`config.mk`:
```
export PLATFORM = sky130hd
export DESIGN_NAME = led_matrix_scan
export DESIGN_NICKNAME = d
export VERILOG_FILES = /design/src/rtl/led_matrix_pkg.sv /design/src/rtl/led_pwm_gate.sv /design/src/rtl/led_matrix_scan.sv
export SDC_FILE = /design/constraint.sdc
export NUM_CORES = 1
export LEC_CHECK = 0
export BUFFER_PORTS_ARGS = -buffer_cell sky130_fd_sc_hd__buf_2
export CAP_MARGIN = 20
export CORE_MARGIN = 1.5
export CORE_UTILIZATION = 55
export CTS_BUF_LIST = sky130_fd_sc_hd__clkbuf_8
export CTS_CLUSTER_SIZE = 10
export DETAILED_ROUTE_END_ITERATION = 6
export PLACE_DENSITY = 0.85
export SLEW_MARGIN = 20
export SYNTH_ARGS = -nofsm -noshare
export SYNTH_HDL_FRONTEND = slang
export SYNTH_SLANG_ARGS = --single-unit
export TNS_END_PERCENT = 30
```
`constraint.sdc`:
```
create_clock -name clk -period 3 [get_ports clk]
set_clock_uncertainty 0.1 [all_clocks]
set_input_delay 0.3 -clock clk [delete_from_list [all_inputs] [get_ports clk]]
set_output_delay 0.3 -clock clk [all_outputs]
set_load 0.02 [all_outputs]
```
`src/rtl/led_matrix_pkg.sv`:
```
// Shared types for the 8x8 frame bus: matrix geometry, packed frame type and scanner states.
// Imported by the frame generators and by the LED matrix scanner.
package led_matrix_pkg;

    localparam int ROWS = 8;
    localparam int COLS = 8;

    typedef logic [ROWS-1:0][COLS-1:0] frame_t;

    typedef enum logic [1:0] {
        IDLE,
        LOAD,
        BLANK,
        DRIVE
    } scan_state_t;

    function automatic int max_int(input int a, input int b);
        return (a > b) ? a : b;
    endfunction

endpackage

```
`src/rtl/led_pwm_gate.sv`:
```
// Brightness gate for one row of column data; compiled only when LED_SCAN_PWM_EN is defined.
// Columns pass while the dwell phase is at or below the brightness level, giving (bright+1)/16 duty.
`ifdef LED_SCAN_PWM_EN
module led_pwm_gate
    import led_matrix_pkg::*;
(
    input  logic [COLS-1:0] cols_i,
    input  logic [3:0]      phase_i,
    input  logic [3:0]      bright_i,
    output logic [COLS-1:0] cols_o
);

    assign cols_o = (phase_i <= bright_i) ? cols_i : '0;

endmodule
`endif

```
`src/rtl/led_matrix_scan.sv`:
```
// Row-multiplexed LED matrix scanner: captures a frame into a shadow buffer once per frame and
// drives one row at a time with blanking between rows. Optional PWM dimming under LED_SCAN_PWM_EN.
module led_matrix_scan
    import led_matrix_pkg::*;
#(
    parameter int DWELL_CYCLES = 1024,
    parameter int BLANK_CYCLES = 4
) (
    input  logic            clk,
    input  logic            reset,
    input  frame_t          frame_in,
    input  logic            frame_valid,
`ifdef LED_SCAN_PWM_EN
    input  logic [3:0]      brightness,
`endif
    output logic            frame_ready,
    output logic [ROWS-1:0] row_sel,
    output logic [COLS-1:0] col_out,
    output logic            frame_start
);

    localparam int CNT_MAX = max_int(DWELL_CYCLES, BLANK_CYCLES);
    localparam int CNT_W   = (CNT_MAX > 1) ? $clog2(CNT_MAX) : 1;
    localparam int ROW_W   = $clog2(ROWS);

    localparam logic [CNT_W-1:0] BLANK_LAST = CNT_W'(BLANK_CYCLES - 1);
    localparam logic [CNT_W-1:0] DWELL_LAST = CNT_W'(DWELL_CYCLES - 1);
    localparam logic [ROW_W-1:0] ROW_LAST   = ROW_W'(ROWS - 1);

    scan_state_t      state_q, state_d;
    logic [ROW_W-1:0] row_q, row_d;
    logic [CNT_W-1:0] cnt_q, cnt_d;
    frame_t           shadow_q, shadow_d;
    logic [ROWS-1:0]  row_sel_d;
    logic [COLS-1:0]  cols_full, cols_gated, col_d;

`ifdef LED_SCAN_PWM_EN
    logic [3:0] bright_q, bright_d;
`endif

    // NOTE: every signal gets its hold value first so no path through the case leaves one
    // unassigned, which would otherwise infer a latch.
    always_comb begin
        state_d  = state_q;
        row_d    = row_q;
        cnt_d    = cnt_q;
        shadow_d = shadow_q;
`ifdef LED_SCAN_PWM_EN
        bright_d = bright_q;
`endif
        unique case (state_q)
            IDLE: state_d = LOAD;
            LOAD: begin
                // A missing frame simply redisplays the old shadow; the scan never waits.
                if (frame_valid) shadow_d = frame_in;
`ifdef LED_SCAN_PWM_EN
                bright_d = brightness;
`endif
                state_d = BLANK;
                row_d   = '0;
                cnt_d   = '0;
            end
            BLANK: begin
                if (cnt_q == BLANK_LAST) begin
                    state_d = DRIVE;
                    cnt_d   = '0;
                end else begin
                    cnt_d = cnt_q + 1'b1;
                end
            end
            DRIVE: begin
                if (cnt_q == DWELL_LAST) begin
                    cnt_d = '0;
                    if (row_q == ROW_LAST) begin
                        state_d = LOAD;
                    end else begin
                        state_d = BLANK;
                        row_d   = row_q + 1'b1;
                    end
                end else begin
                    cnt_d = cnt_q + 1'b1;
                end
            end
            default: state_d = IDLE;
        endcase
    end

    // Outputs are registered from the next state so they line up with the state they describe.
    assign cols_full = shadow_d[row_d];

`ifdef LED_SCAN_PWM_EN
    led_pwm_gate u_pwm_gate (
        .cols_i   (cols_full),
        .phase_i  (cnt_d[3:0]),
        .bright_i (bright_d),
        .cols_o   (cols_gated)
    );
`else
    assign cols_gated = cols_full;
`endif

    assign row_sel_d = (state_d == DRIVE) ? (ROWS'(1) << row_d) : '0;
    assign col_d     = (state_d == DRIVE) ? cols_gated : '0;

    // NOTE: sequential state uses non-blocking assignments so every register samples the
    // values from before the edge, independent of statement order.
    always_ff @(posedge clk) begin
        if (reset) begin
            state_q     <= IDLE;
            row_q       <= '0;
            cnt_q       <= '0;
            // NOTE: the shadow frame is cleared on reset so a restart shows a dark matrix
            // rather than stale or undefined pixels.
            shadow_q    <= '0;
            frame_ready <= 1'b0;
            frame_start <= 1'b0;
            row_sel     <= '0;
            col_out     <= '0;
`ifdef LED_SCAN_PWM_EN
            bright_q    <= '0;
`endif
        end else begin
            state_q     <= state_d;
            row_q       <= row_d;
            cnt_q       <= cnt_d;
            shadow_q    <= shadow_d;
            frame_ready <= (state_d == LOAD);
            frame_start <= (state_d == LOAD);
            row_sel     <= row_sel_d;
            col_out     <= col_d;
`ifdef LED_SCAN_PWM_EN
            bright_q    <= bright_d;
`endif
        end
    end

endmodule

```
# --- Yosys cells after proc, flatten, opt, wreduce, memory -nomap -nowiden ---
# Index checks and enable logic that the tools add are counted.
# Widths: inputs -> output; s select.
totals:
  ff_bits: 96
  inputBits: 67
  out_inout_bits: 18
classes:
  bitwise: 1
  shifts: 1
  n_lt_le_gt_ge: 1
  mux: 14
  addsub: 2
  n_reduce_logical: 3
  eq_ne: 8
ops:
  columns: ["op", "count"]
  rows:
  - ["$mux 64", 2]
  - ["$pmux 10 s3", 1]
  - ["$bmux 8 s3", 1]
  - ["$mux 10", 2]
  - ["$add 10x1->10 const B", 1]
  - ["$eq 10x10->1 const B", 1]
  - ["$eq 10x2->1 const B", 1]
  - ["$mux 8", 1]
  - ["$pmux 2 s4", 1]
  - ["$shl 1x3->8 const A", 1]
  - ["$eq 2x2->1 const B", 3]
  - ["$mux 2", 3]
  - ["$mux 3", 2]
  - ["$pmux 3 s2", 1]
  - ["$eq 2x1->1 const B", 2]
  - ["$lt 3x4->1 const B", 1]
  - ["$add 3x1->3 const B", 1]
  - ["$eq 3x3->1 const B", 1]
  - ["$reduce_bool 3->1", 1]
  - ["$logic_not 2->1", 1]
  - ["$reduce_or 2->1", 1]
  - ["$not 1->1", 1]

# --- Depth between registers and ports, before layout ---
# Gate-level depths: netlist of the first run.
logic_depth:
  ltp_word: 7
  ltp_mapped: 9

# --- Worst setup path before layout of the first run ---
# OpenSTA, ideal clock, no wires.
synth_path:
  path_kind: "register -> register"
  from: "register cnt_q[0]"
  to: "register col_out[7]"
  path_stages_with_launch: 9
  setup_time_ns: 0.122
  slack_ns: 0.517
  period_less_slack_ns: 2.483
  arrival_time_ns: 2.262
  path_buffers: 1
  cell_sequence: "dfxtp_1 ha_1 and3_2 and4_1 buf_2 nand4_1 a21boi_1 or4_1 a221o_1"
synth_between:
  elab_chain_cells: 6
synth_rtl:
  columns: ["item", "line", "text"]
  rows:
  - ["start: declaration", "led_matrix_scan.sv:32", "logic [CNT_W-1:0] cnt_q, cnt_d;"]
  - ["start signal: assignment", "led_matrix_scan.sv:125", "cnt_q <= cnt_d;"]
  - ["parallel branches: the longest is 6 deep, another holds $eq 10x10->1", null, null]
  - ["end signal: assignment", "led_matrix_scan.sv:130", "col_out <= col_d;"]
  - ["end: declaration", "led_matrix_scan.sv:18", "output logic [COLS-1:0] col_out,"]
# Parallel ways; which one is timed is not known. The select of a mux whose other input is x is not followed.
# A chain may end at the register's enable or synchronous reset.

# --- Worst setup path in the final report of the first run ---
# Ends and elaborated chain as after synthesis.

==> flow_summary.yaml, run 1 <==
synthesis:
  yosysTopAreaCell: "dfxtp_1"
  avgSynthCellArea_um2: 8.969
  yosys.area_share.simple_pct: 22.04
  synth_top_area_share_pct: 45.02
  yosysMostFrequentCell: "dfxtp_1"
  synth_compound_area_share_pct: 18.70
  synthMuxAreaShare_pct: 9.613
  synth_cells: 476
  synth-xor-area-share_pct: 0
  ys_ff_latch: 96
  synth_ff_type: "dfxtp_1"
  ys.warnings.count: 0
  syn-num-nets: 545
  synth_area_leaders: "dfxtp_1, mux2i_1, nand2_1, nor2_1, a21oi_1"
  synth_adder_area_share_pct: 0.5862
  synth_top_family_by_area: "simple AND/OR/NAND/NOR gates"
  yosysSeqAreaShare_pct: 45.02
  synth_common_cells: "dfxtp_1, nand2_1, nor2_1"
  async_flop_share_pct: 0
  synth.distinct_cells: 60
  syn_area_mm2: 0.004269
  synth-edff-count: 0
floorplanning:
  core_mm2: 0.007370
  dieArea_mm2: 0.008299
  die_y_um: 91.10
  io_pins: 85
  initial_core_util_pct: 57.93
  dieWidth_um: 91.10
  rows: 31
cells_and_area:
  n_fill_cell: 620
  num_antenna_cells: 0
  synthToLayoutAreaGrowth_pct: 16.24
  fin_nets: 624
  drive_gt1_share_pct: 23.75
global_route:
  gr-total-overflow: 0
  grt_pass1_vias: 3576
  grtUsageTotal_pct: 26.69
  grt_max_degree: 81
  antenna_found_initial: 0
  grt_pass1_wl_um: 17660
clock_network:
  cts_hold_buf: 0
  cts_root_buffer: "clkbuf_8"
  cts.sink_count: 96
  post_cts_buffers: 0
  cts_tree: "done"
  h-tree-depth: 3
  cts_resized: 0
  clock_path_buffers: 2
  cts_buffers: 9
  clkTransAtPathRegs_ns: 0.09
  clock_latency_ns: 0.36
setup_path:
  r2r_start: "cnt_q[0]$_SDFFE_PP0P_"
  cp_num_buf_inv: 0
  crit_path_end: "col_out[7]$_SDFF_PP0_"
  critPathLaunchType: "flip-flop"
  r2r_end: "col_out[7]$_SDFF_PP0_"
  slowest_delay_ns: 0.49
  setup.worst_path.start: "cnt_q[0]$_SDFFE_PP0P_"
  crit_arrival_ns: 2.86
  cp.depth: 7
  critPathKind: "flip-flop to flip-flop"
  crit_fanout: 8
  r2r.worst_path.cells: 7
  required_ns: 3.15
  path_cells: "ha_1 > nand3_4 > o41ai_2 > o221a_4 > nor3_2 > or4_1 > a221o_1"
  cp-end-kind: "flip-flop"
  cp_slowest_cell: "or4_1"
  critPathTopFamily: "compound AO/OA/AOI/OAI gates"
  r2r_slack_ns: 0.30
timing:
  max_freq_mhz: 369.7
  hold_viol_final: 0
  slew_headroom_pct: 38.63
  setup_slack_ns: 0.2952
  finalSetupViolCount: 0
  rsz0062_at_grt: "false"
  fin_crit_ns: 2.705
  worst_slew_pin_slew_ns: 0.9151
  period_share_pct: 90.16
  setup_tns_ns: 0
  finalMaxSlewViolations: 0
drt:
  dr.pass1.iters: 7
  dr_total_vias: 3879
  postRouteWirelength_um: 10760
  drc: 0
  wl_per_cell_um: 16.32
  ant_nets: 0
  drt_iter0_markers: 350
  via_per_inst: 5.886
place:
  dp_hpwl_um: 7809
  place.gp.congestion: 0.9305
  port_buffers: 84
  dpl_worst_slack_ns: 0.3445
job:
  max_cap_violations: 0
power:
  ir_worst_vdd_uv: 242.2
  power.density_mw_per_mm2: 505.5
  p_leak_nw: 1.907
hold_path:
  hp-class: "primary input to flip-flop"
outcome:
  status: "completed"
==> per-stage QoR <==
| step | total power, W | utilization [%] | instances | cell area (µm²) | hold slack, ns |
|---|---|---|---|---|---|
| after CTS | 0.002516 | 67.33 | 659 | 4962 | 0.06507 |
| after global placement | 0.001689 | 64.69 | 643 | 4767 | 0.3420 |
| after detailed placement | 0.001696 | 64.69 | 643 | 4767 | 0.3484 |
| final | 0.002509 | 67.33 | 659 | 4962 | 0.07539 |
| after global routing | 0.002623 | 67.33 | 659 | 4962 | 0.06510 |
| after floorplan | 0.001580 | - | 476 | 4269 | 0.3325 |
==> how the worst min path moves through the flow <==
stage | from | to | slack, ns | cells past startpoint
global route | frame_in[41] | shadow_q[41]$_SDFF_PP0_ | 0.07 | 3
detailed placement | shadow_q[43]$_SDFF_PP0_ | shadow_q[43]$_SDFF_PP0_ | 0.35 | 2
CTS | frame_in[9] | shadow_q[9]$_SDFF_PP0_ | 0.07 | 3
finish | frame_in[14] | shadow_q[14]$_SDFF_PP0_ | 0.08 | 3
global placement | shadow_q[43]$_SDFF_PP0_ | shadow_q[43]$_SDFF_PP0_ | 0.34 | 2
floorplan | shadow_q[40]$_SDFF_PP0_ | shadow_q[40]$_SDFF_PP0_ | 0.33 | 2
==> worst reg2reg max path, cell delays in order, from the launching register on <==
cell     delay, ns
dfxtp_1       0.38
ha_1          0.29
nand3_4       0.15
o41ai_2       0.45
o221a_4       0.31
nor3_2        0.06
or4_1         0.49
a221o_1       0.36
==> registers in the layout (all words and copies together) (netlist names) <==
register / flops
row_q: 3
row_sel: 8
shadow_q: 64
state_q: 2
col_out: 8
frame_start: 1
cnt_q: 10
==> cells by family (layout without fill, tap and decap cells) <==
logic type | after synthesis | count (layout)
AOI/OAI and AO/OA | 112 | 112
adders and majority gates | 2 | 2
buffers and inverters | 32 | 116
muxes | 41 | 41
DFF | 96 | 96
and+or+nand+nor | 193 | 193
==> layer usage <==
layer	GRT usage (%)	up-vias	wire (µm)
met1	36.49	1770	4651
met4	8.724	0	168
met5	0	-	0
li1	-	1877	-
met3	7.119	13	1092
met2	40.80	219	4844
==> layout by cell type (no fill, tap or decap), types with 3 or more instances in the layout <==
cell / instances
dfxtp_1: 96
buf_2: 84
nand2_1: 67
nor2_1: 64
a21oi_1: 42
mux2i_1: 41
buf_4: 13
nor3_1: 11
nor4_1: 9
a211oi_1: 9
clkbuf_8: 9
a21boi_0: 7
o22a_1: 7
o221ai_1: 7
o21ai_0: 7
a32oi_1: 6
and2_1: 5
nand3_1: 5
a21oi_2: 4
nor2b_1: 3
and3_1: 3
nand4_1: 3
nand3b_1: 3
a211o_1: 3
a22oi_1: 3
a311oi_1: 3
==> power breakdown <==
part	leakage, nW	internal [W]	switching [W]
clock	0.0970	0.000385	0.000450
sequential	0.778	0.00132	0.0000197
combinational	1.03	0.000131	0.000199
total	1.91	0.00184	0.000668
==> layout make-up <==
| type | instances | area (µm²) | share of cell area [%] |
|---|---|---|---|
| Multi-Input combinational cell | 348 | 2176 | 43.85 |
| Sequential cell | 96 | 1922 | 38.73 |
| Timing Repair Buffer | 98 | 538.0 | 10.84 |
| Clock buffer | 9 | 123.9 | 2.496 |
| Tap cell | 99 | 123.9 | 2.496 |
| Clock inverter | 7 | 71.32 | 1.437 |
| Inverter | 2 | 7.507 | 0.1513 |
Power figures use the tool's default switching activity.
==> run 2, diff against run 1 <==
--- a/config.mk
+++ b/config.mk
@@ -7,11 +7,13 @@
 export LEC_CHECK = 0
 export BUFFER_PORTS_ARGS = -buffer_cell sky130_fd_sc_hd__buf_2
 export CAP_MARGIN = 20
+export CORE_ASPECT_RATIO = 0.7
 export CORE_MARGIN = 1.5
 export CORE_UTILIZATION = 55
 export CTS_BUF_LIST = sky130_fd_sc_hd__clkbuf_8
 export CTS_CLUSTER_SIZE = 10
 export DETAILED_ROUTE_END_ITERATION = 6
+export HOLD_SLACK_MARGIN = 0.05
 export PLACE_DENSITY = 0.85
 export SLEW_MARGIN = 20
 export SYNTH_ARGS = -nofsm -noshare
==> constraint.sdc (replaced) <==
create_clock -name clk -period 3 [get_ports clk]
set_clock_uncertainty 0.1 [all_clocks]
set_input_delay 0 -clock clk [delete_from_list [all_inputs] [get_ports clk]]
set_output_delay 0 -clock clk [all_outputs]
set_load 0.02 [all_outputs]
==> run 2 against run 1 <==
Clock power decreased by 3.4%. Non-clock buffer count up 66. Die area rose by 0.10%. Worst setup slack worse by 0.13 ns. Flip-flop and latch count is the same. Sequential share of layout area decreased by 4.5 points. Sequential power about the same. Hold slack gained 0.036 ns. Register-to-register slack got worse by 0.13 ns. Power is 2.1% higher. Utilization is 8.3 points higher. Count of clock-buffer cells in the layout stayed put. Critical path type unchanged. Critical endpoint is now col_out[1]$_SDFF_PP0_. Largest power group unchanged. Highest routed layer unchanged.
==> flow_summary.yaml, run 2 (same netlist as run 1, synthesis figures left out) <==
floorplanning:
  dieArea_mm2: 0.008308
  io_pins: 85
  dieWidth_um: 108.3
  die_y_um: 76.71
  initial_core_util_pct: 57.56
  rows: 26
  core_mm2: 0.007417
global_route:
  antenna_found_initial: 0
  grtUsageTotal_pct: 31.66
  grt_pass1_wl_um: 20220
  gr-total-overflow: 0
  grt_pass1_vias: 4047
  grt_max_degree: 81
power:
  seqPwrFrac_pct: 52.6
  clock_power_share_pct: 31.5
  ir_worst_vdd_uv: 278.1
  internal-power_w: 0.001827
  pwr-share-comb_pct: 15.9
  p_leak_nw: 2.177
  net-switching-power_w: 0.0007348
  p_sw_share_pct: 28.68
  power.density_mw_per_mm2: 456.6
clock_network:
  clock_latency_ns: 0.37
  clkTransAtPathRegs_ns: 0.10
  cts_root_buffer: "clkbuf_8"
  cts_buffers: 9
  h-tree-depth: 3
  cts.sink_count: 96
  post_cts_buffers: 0
  clock_path_buffers: 2
  cts_tree: "done"
cells_and_area:
  regMostFlops: "shadow_q"
  layout_common_cells: "dfxtp_1, buf_2, nand2_1"
  fin_nets: 690
  layout_commonest_cell: "dfxtp_1"
  largest_reg_flops: 64
  synthToLayoutAreaGrowth_pct: 31.42
  drive_gt1_share_pct: 21.41
  num_antenna_cells: 0
  largest_registers: "shadow_q (64), cnt_q (10)"
  instances_no_fill: 724
place:
  place.gp.congestion: 0.9301
  dp_hpwl_um: 8355
  dpl.cell_count: 642
  port_buffers: 84
setup_path:
  cp-end-kind: "flip-flop"
  path_cells: "nor2b_1 > and2_2 > buf_12 > mux2i_1 > a21oi_1 > nor4_1 > o221ai_1"
  crit_arrival_ns: 2.95
  slowest_delay_ns: 0.49
  required_ns: 3.11
  critPathKind: "flip-flop to flip-flop"
  crit_fanout: 60
  critPathTopFamily: "simple AND/OR/NAND/NOR gates"
  cp_slowest_cell: "dfxtp_1"
  cp_num_buf_inv: 1
  critPathLaunchType: "flip-flop"
drt:
  dr_total_vias: 4277
  drt_iter0_markers: 647
  via_per_inst: 5.907
  wl_met1_um: 5516
  dr.max_layer_used: "met4"
  postRouteWirelength_um: 13100
  ant_nets: 0
  wl_met3_um: 1445
  dr.pass1.iters: 6
  drc: 0
  wl_met2_um: 5797
  wl_per_cell_um: 18.09
timing:
  setup_tns_ns: 0
  finalMaxSlewViolations: 0
  period_share_pct: 94.64
  slew_headroom_pct: 45.40
  max_freq_mhz: 352.2
  fin_crit_ns: 2.839
  finalSetupViolCount: 0
  hold_viol_final: 0
  worst_slew_pin_slew_ns: 0.8190
  rsz0062_at_grt: "false"
outcome:
  status: "completed"
job:
  max_cap_violations: 0
hold_path:
  hp-class: "primary input to flip-flop"
run 2: repair_timing:
action                    in CTS  in global routing
hold endpoints to repair      72                  0
resized for setup              0                  0
hold buffers                  66                  0
run 2: power groups by stage:
stage,Sequential (W),Clock (W),Combinational (W)
4_1_cts,0.00135,0.000808,0.000388
6_report,0.00135,0.000807,0.000407
5_1_grt,0.00135,0.000864,0.000434
3_3_place_gp,0.00137,0,0.000317
3_5_place_dp,0.00138,0,0.000320
2_1_floorplan,0.00137,0,0.000208
run 2: cell type report:
type / instances / area (µm²)
multi-input cells: 348 / 2176
flip-flops and latches: 96 / 1922
fillers: 482 / 1807
repair buffers: 164 / 1199
clock buffers: 9 / 123.9
well taps: 98 / 122.6
clock inverters: 7 / 60.06
inverters: 2 / 7.507
run 2: worst paths after layout:
path,slack [ns],depth (start not counted),start,end
hold reg to reg,0.36,2,shadow_q[15]$_SDFF_PP0_,shadow_q[15]$_SDFF_PP0_
hold / removal,0.11,5,frame_valid,shadow_q[15]$_SDFF_PP0_
setup reg to reg,0.16,7,state_q[0]$_SDFF_PP0_,col_out[1]$_SDFF_PP0_
setup / recovery,0.16,7,state_q[0]$_SDFF_PP0_,col_out[1]$_SDFF_PP0_
run 2: through the flow:
| stage | setup slack (ns) | area (µm²) | power (W) | hold slack [ns] | util, % |
|---|---|---|---|---|---|
| after floorplan | 0.5168 | 4269 | 0.001580 | 0.03596 | - |
| after global placement | 0.2184 | 4766 | 0.001690 | 0.1403 | 64.25 |
| after detailed placement | 0.2703 | 4766 | 0.001695 | 0.1503 | 64.25 |
| after CTS | 0.2430 | 5610 | 0.002542 | 0.08259 | 75.64 |
| after global routing | 0.06961 | 5610 | 0.002649 | 0.1218 | 75.64 |
| final | 0.1609 | 5610 | 0.002562 | 0.1118 | 75.64 |
run 2: worst min-delay path, stage by stage:
cell and delay (ns):
buf_2 0.10, nand2_1 0.08, buf_4 0.22, nand2_1 0.09, a21oi_1 0.05
run 2: per-layer routing:
metal / global-route usage, % / vias up
met4: 10.66 / 0
met2: 48.80 / 282
li1: - / 2004
met1: 42.57 / 1947
met5: 0 / -
met3: 9.099 / 44
